===== src/rtl/mips_pkg.sv =====
// Shared definitions for the MIPS writeback slice: widths, load-type
// encoding and the writeback FSM state type.
package mips_pkg;

    localparam int REG_W  = 5;
    localparam int DATA_W = 32;

    typedef enum logic [2:0] {
        LD_LB  = 3'd0,
        LD_LH  = 3'd1,
        LD_LW  = 3'd3,
        LD_LBU = 3'd4,
        LD_LHU = 3'd5
    } ld_type_e;

    typedef enum logic [1:0] {
        ST_IDLE,
        ST_WAIT_MEM,
        ST_ERROR
    } wb_state_e;

    // Register 0 is hard-wired, so writes to it are swallowed.
    function automatic logic is_write_reg(input logic [REG_W-1:0] r);
        return r != '0;
    endfunction

endpackage


===== src/rtl/mips_load_extract.sv =====
// Little-endian byte/halfword/word extraction with sign or zero extension.
module mips_load_extract
    import mips_pkg::*;
(
    input  logic [DATA_W-1:0] word,
    input  logic [2:0]        ld_type,
    input  logic [1:0]        offset,
    output logic [DATA_W-1:0] result
);

    logic [7:0]  lane [4];
    logic [7:0]  byte_sel;
    logic [15:0] half_sel;

    genvar gi;
    generate
        for (gi = 0; gi < 4; gi++) begin : g_lane
            assign lane[gi] = word[8*gi +: 8];
        end
    endgenerate

    assign byte_sel = lane[offset];
    // Halfword lane is chosen by the upper offset bit only.
    assign half_sel = offset[1] ? word[31:16] : word[15:0];

    always_comb begin
        result = word;
        case (ld_type)
            LD_LB:   result = {{24{byte_sel[7]}}, byte_sel};
            LD_LBU:  result = {24'h0, byte_sel};
            LD_LH:   result = {{16{half_sel[15]}}, half_sel};
            LD_LHU:  result = {16'h0, half_sel};
            default: result = word;
        endcase
    end

endmodule


===== src/rtl/mips_writeback.sv =====
// Writeback stage: merges ALU results and a single outstanding load into
// one registered register-file write port, with load timeout detection.
module mips_writeback
    import mips_pkg::*;
#(
    parameter int TIMEOUT_CYCLES = 255
) (
    input  logic              CLK,
    input  logic              RESETN,
    input  logic              alu_valid,
    input  logic [REG_W-1:0]  alu_rd,
    input  logic [DATA_W-1:0] alu_data,
    input  logic              ld_issue,
    input  logic [REG_W-1:0]  ld_rt,
    input  logic [2:0]        ld_type,
    input  logic [1:0]        ld_offset,
    input  logic              mem_rvalid,
    input  logic [DATA_W-1:0] mem_rdata,
    output logic              reg_write,
    output logic [REG_W-1:0]  reg_waddr,
    output logic [DATA_W-1:0] reg_wdata,
    output logic              stall,
    output logic              pend_valid,
    output logic [REG_W-1:0]  pend_reg,
    output logic              timeout_err
);

    localparam int CNT_W = (TIMEOUT_CYCLES < 2) ? 1 : $clog2(TIMEOUT_CYCLES + 1);

    wb_state_e         state_reg, state_next;
    logic [CNT_W-1:0]  count_reg, count_next;
    logic [2:0]        type_reg, type_next;
    logic [1:0]        offset_reg, offset_next;
    logic              cancel_reg, cancel_next;
    logic              buf_valid_reg, buf_valid_next;
    logic [REG_W-1:0]  buf_rd_reg, buf_rd_next;
    logic [DATA_W-1:0] buf_data_reg, buf_data_next;
    logic              pend_valid_next;
    logic [REG_W-1:0]  pend_reg_next;
    logic              timeout_next;
    logic              reg_write_next;
    logic [REG_W-1:0]  reg_waddr_next;
    logic [DATA_W-1:0] reg_wdata_next;
    logic [DATA_W-1:0] ld_data;
    logic              alu_accept;
    logic              ld_ret;

    mips_load_extract u_extract (
        .word    (mem_rdata),
        .ld_type (type_reg),
        .offset  (offset_reg),
        .result  (ld_data)
    );

    // A full buffer means upstream is holding its result, so alu_valid is ignored.
    assign alu_accept = alu_valid && !buf_valid_reg;
    assign ld_ret     = (state_reg == ST_WAIT_MEM) && mem_rvalid;

    always_comb begin
        state_next      = state_reg;
        count_next      = count_reg;
        type_next       = type_reg;
        offset_next     = offset_reg;
        cancel_next     = cancel_reg;
        pend_valid_next = pend_valid;
        pend_reg_next   = pend_reg;
        timeout_next    = timeout_err;
        buf_valid_next  = buf_valid_reg;
        buf_rd_next     = buf_rd_reg;
        buf_data_next   = buf_data_reg;
        reg_write_next  = 1'b0;
        reg_waddr_next  = reg_waddr;
        reg_wdata_next  = reg_wdata;
        stall           = buf_valid_reg || (ld_issue && (state_reg != ST_IDLE));

        case (state_reg)
            ST_IDLE: begin
                if (ld_issue) begin
                    type_next       = ld_type;
                    offset_next     = ld_offset;
                    pend_valid_next = 1'b1;
                    pend_reg_next   = ld_rt;
                    count_next      = '0;
                    cancel_next     = 1'b0;
                    state_next      = ST_WAIT_MEM;
                end
            end
            ST_WAIT_MEM: begin
                if (mem_rvalid) begin
                    pend_valid_next = 1'b0;
                    cancel_next     = 1'b0;
                    state_next      = ST_IDLE;
                end else begin
                    // A younger ALU write to the load's target makes the load stale.
                    if (alu_accept && is_write_reg(alu_rd) && (alu_rd == pend_reg))
                        cancel_next = 1'b1;
                    if (count_reg == CNT_W'(TIMEOUT_CYCLES - 1)) begin
                        count_next      = CNT_W'(TIMEOUT_CYCLES);
                        state_next      = ST_ERROR;
                        timeout_next    = 1'b1;
                        pend_valid_next = 1'b0;
                    end else begin
                        count_next = count_reg + CNT_W'(1);
                    end
                end
            end
            default: ;
        endcase

        // Write-port arbitration: load return, then buffered ALU, then live ALU.
        if (ld_ret) begin
            reg_write_next = !cancel_reg && is_write_reg(pend_reg);
            reg_waddr_next = pend_reg;
            reg_wdata_next = ld_data;
            if (alu_accept) begin
                buf_valid_next = 1'b1;
                buf_rd_next    = alu_rd;
                buf_data_next  = alu_data;
            end
        end else if (buf_valid_reg) begin
            reg_write_next = is_write_reg(buf_rd_reg);
            reg_waddr_next = buf_rd_reg;
            reg_wdata_next = buf_data_reg;
            buf_valid_next = 1'b0;
        end else if (alu_accept) begin
            reg_write_next = is_write_reg(alu_rd);
            reg_waddr_next = alu_rd;
            reg_wdata_next = alu_data;
        end
    end

    always_ff @(posedge CLK or negedge RESETN) begin
        if (!RESETN) begin
            state_reg     <= ST_IDLE;
            count_reg     <= '0;
            type_reg      <= '0;
            offset_reg    <= '0;
            cancel_reg    <= 1'b0;
            buf_valid_reg <= 1'b0;
            buf_rd_reg    <= '0;
            buf_data_reg  <= '0;
            pend_valid    <= 1'b0;
            pend_reg      <= '0;
            timeout_err   <= 1'b0;
            reg_write     <= 1'b0;
            reg_waddr     <= '0;
            reg_wdata     <= '0;
        end else begin
            state_reg     <= state_next;
            count_reg     <= count_next;
            type_reg      <= type_next;
            offset_reg    <= offset_next;
            cancel_reg    <= cancel_next;
            buf_valid_reg <= buf_valid_next;
            buf_rd_reg    <= buf_rd_next;
            buf_data_reg  <= buf_data_next;
            pend_valid    <= pend_valid_next;
            pend_reg      <= pend_reg_next;
            timeout_err   <= timeout_next;
            reg_write     <= reg_write_next;
            reg_waddr     <= reg_waddr_next;
            reg_wdata     <= reg_wdata_next;
        end
    end

endmodule


===== config.mk =====
export PLATFORM = sky130hd
export DESIGN_NAME = mips_writeback
export DESIGN_NICKNAME = d
export VERILOG_FILES = /design/src/rtl/mips_pkg.sv /design/src/rtl/mips_load_extract.sv /design/src/rtl/mips_writeback.sv
export SDC_FILE = /design/constraint.sdc
export NUM_CORES = 1
export LEC_CHECK = 0
export CELL_PAD_IN_SITES_DETAIL_PLACEMENT = 1
export CELL_PAD_IN_SITES_GLOBAL_PLACEMENT = 1
export CORE_MARGIN = 2
export CORE_UTILIZATION = 43
export CTS_BUF_LIST = sky130_fd_sc_hd__clkbuf_4
export CTS_CLUSTER_SIZE = 14
export DETAILED_ROUTE_END_ITERATION = 8
export PLACE_DENSITY_LB_ADDON = 0.1
export SLEW_MARGIN = 20
export SYNTH_ARGS = -nofsm -noshare
export SYNTH_HDL_FRONTEND = slang
export SYNTH_SLANG_ARGS = --single-unit

===== constraint.sdc =====
create_clock -name CLK -period 3.02 [get_ports CLK]
set_clock_uncertainty 0.05 [all_clocks]
set_input_delay 0.453 -clock CLK [delete_from_list [all_inputs] [get_ports CLK]]
set_output_delay 0.453 -clock CLK [all_outputs]
set_load 0.01 [all_outputs]

==> metrics.txt <==
Max Slew Vio Count=0; # port buffers=~130; Hold Fails Final Rpt=0; Core Rows=between 40 and 50; Post-CTS Resized=0; ANT nets after route=0; H-tree depth=3; Max-Slew Margin vs Limit=0.554; Tot Pwr=4.12 mW; CP Capture Type=output port; Reg2Reg Depth=5; P&R area growth vs syn=27.4%; Pwr Density=591 mW/mm2; CTS buffer count=9; starting density of the core=0.437; Avg Inst Size Synth=10.5 um2; deepest clock path buffer count=2; # setup viols final=0; Reg2Reg Setup Slack=910 ps; HP Class=register to register; top fanout value on the critical path=10; number of enable flip-flop cells after synthesis=0; area of the multi-input gates=roughly 0.0028 mm2; RSZ-0062 raised after global routing=false; routed vias/inst=around 5.6; via count=4512; Worst Setup EP=stall; DR iter-0 viols=slightly below 200; Max Cap Viol=0; GPL Wtd Cong=between 0.7 and 0.8; worst hold path depth=1; clock tree from TritonCTS=built; VDD IR-drop max=approximately 0.26 mV; Max Freq=437 MHz; GRT overflow=0; synth unique cells=53; fill count=between 1000 and 1500; synthesized net count=around 600; DR WL/cell=a little under 20 um; Ys Warns=0; part of the cycle the worst path needs=0.757; first-pass GRT wire length=approximately 25000 um; Critical R2R Capture=reg_wdata[20]; IO Pins=between 100 and 150; DRC Markers=0; Seq. cell area=0.00245 mm2; clock slew at reported path FFs=between 100 and 150 ps; Arr. time, crit path=approximately 1800 ps; drt total wl=15800 um; Period minus WS final=2290 ps; R2R Path Start=offset_reg[1]; Post-Syn Area=about 0.0055 mm2; CTS root buf=clkbuf_4; largest net degree at the start of global routing=57; CP Launch Point=state_reg[0]; clk sinks=about 100; asr flop ratio synth=1.00; number of global-route vias before repair=a little under 5000; Clk Latency, worst-skew pair=around 470 ps; DR pass1 iterations=4; total track usage=0.244; Horiz. Die Dim=around 120 um; core area=about 0.013 mm2; status=completed; total die area=~0.014 mm2; die height=approximately 120 um; setup TNS=0 ps; number of synthesized register bits=between 90 and 100; share of layout cells above drive strength 1=0.106; final layout net count=720; required time of the critical path=around 2500 ps; Least-Margin Pin Slew=669 ps; total leakage power=between 2 and 3 nW; synthesized instance count=523; Final HPWL DP=around 11000 um; type of origin of the critical path=register; initial antenna violation count=0; Setup Crit Path Kind=register to output port; ys flop type=dfrtp_1; sequential-to-total area share from yosys stat=0.448
[routing by layer]
layer  wire length (um)  GRT usage  vias to the layer above
met5                  0          0                        -
met4                180     0.0706                        0
met3                576     0.0330                       13
met2               7810      0.412                       90
met1               7250      0.331                     2274
li1                   -          -                     2135
[per-stage QoR]
step,setup WS [ps],cell area [um2],std cells,hold slack [ps],utilization
4_1_cts,696,6970,811,442,0.557
3_3_place_gp,560,6830,794,403,0.546
5_1_grt,627,6970,811,441,0.557
3_5_place_dp,443,6830,794,406,0.546
6_report,732,6980,812,442,0.557
2_1_floorplan,1360,5480,523,107,-
[layout by cell type, fill, tap and decap left out, types with 3 or more instances in the layout]
| master | synthesis | final |
|---|---|---|
| mux2_1 | 31 | 31 |
| xor2_1 | 5 | 5 |
| a21oi_1 | 34 | 34 |
| nor2b_1 | 16 | 16 |
| nor3_1 | 4 | 4 |
| a211oi_1 | 24 | 24 |
| o21ai_0 | 18 | 18 |
| a221oi_2 | 10 | 10 |
| o22ai_1 | 15 | 15 |
| mux2i_1 | 38 | 38 |
| buf_4 | 3 | 10 |
| clkbuf_4 | 0 | 10 |
| nor2_1 | 40 | 40 |
| nor3b_1 | 8 | 8 |
| a221oi_1 | 6 | 6 |
| o311ai_0 | 3 | 3 |
| nand2_1 | 48 | 48 |
| clkinv_1 | 0 | 3 |
| o211ai_1 | 8 | 8 |
| dfrtp_1 | 98 | 97 |
| or4_1 | 3 | 3 |
| mux2_2 | 23 | 23 |
| inv_1 | 3 | 3 |
| clkdlybuf4s50_1 | 0 | 127 |
| o21bai_1 | 3 | 3 |
| nand3_1 | 4 | 4 |
| nand2b_1 | 12 | 12 |
[cells by family (layout without fill, tap and decap cells)]
logic type                 after synthesis  in the layout  share of synthesized area
buffers and inverters                   43            159                     0.0443
DFF                                     98             98                      0.448
other                                    0              1                          0
and+or+nand+nor                        150            150                      0.142
muxes                                   92             92                      0.181
AOI/OAI and AO/OA                      133            133                      0.173
xor gates and xnor gates                 5              5                    0.00800
adders and majority gates                2              2                    0.00457
[critical path, stage by stage (launching register included)]
cell and delay (ps):
dfrtp_1 560, o21ai_0 150, nand2b_1 80, clkdlybuf4s50_1 530
[repair_timing]
| item | 4_1_cts | 5_1_grt |
|---|---|---|
| hold buffers | 1 | 0 |
| hold endpoints to repair | 43 | 0 |
| setup endpoints to repair | 0 | 0 |
| buffers inserted | 0 | 0 |
[cells in the mapped netlist (12+ instances only)]
cell      count  area share
mux2_1       31       0.064
clkbuf_1     13      0.0089
a21oi_1      34       0.031
mux2_2       23       0.047
nor2_1       40       0.027
nand2b_1     12       0.014
mux2i_1      38       0.069
a211oi_1     24       0.033
buf_2        14       0.013
o21ai_0      18       0.016
nor2b_1      16       0.018
dfrtp_1      98        0.45
nand2_1      48       0.033
o22ai_1      15       0.017
[how the worst min path moves through the flow]
stage,from,end
floorplan,RESETN,buf_data_reg[0]
global placement,timeout_err,timeout_err
detailed placement,timeout_err,timeout_err
CTS,alu_valid,buf_valid_reg
global route,alu_valid,buf_valid_reg
finish,timeout_err,timeout_err
[report_power, final]
| part | internal [mW] | switching [mW] |
|---|---|---|
| Sequential | 1.65 | 0.277 |
| Clock | 0.255 | 0.445 |
| Combinational | 0.803 | 0.692 |
[final cells by class]
type,instances,area share
multi-input combinational,382,0.398
sequential,98,0.352
timing repair buffer,140,0.198
tap,172,0.0308
clock buffer,10,0.0108
clock inverter,6,0.00825
inverter,3,0.00161
antenna,1,0.000359
No activity file was read; power rests on OpenSTA's default activity.
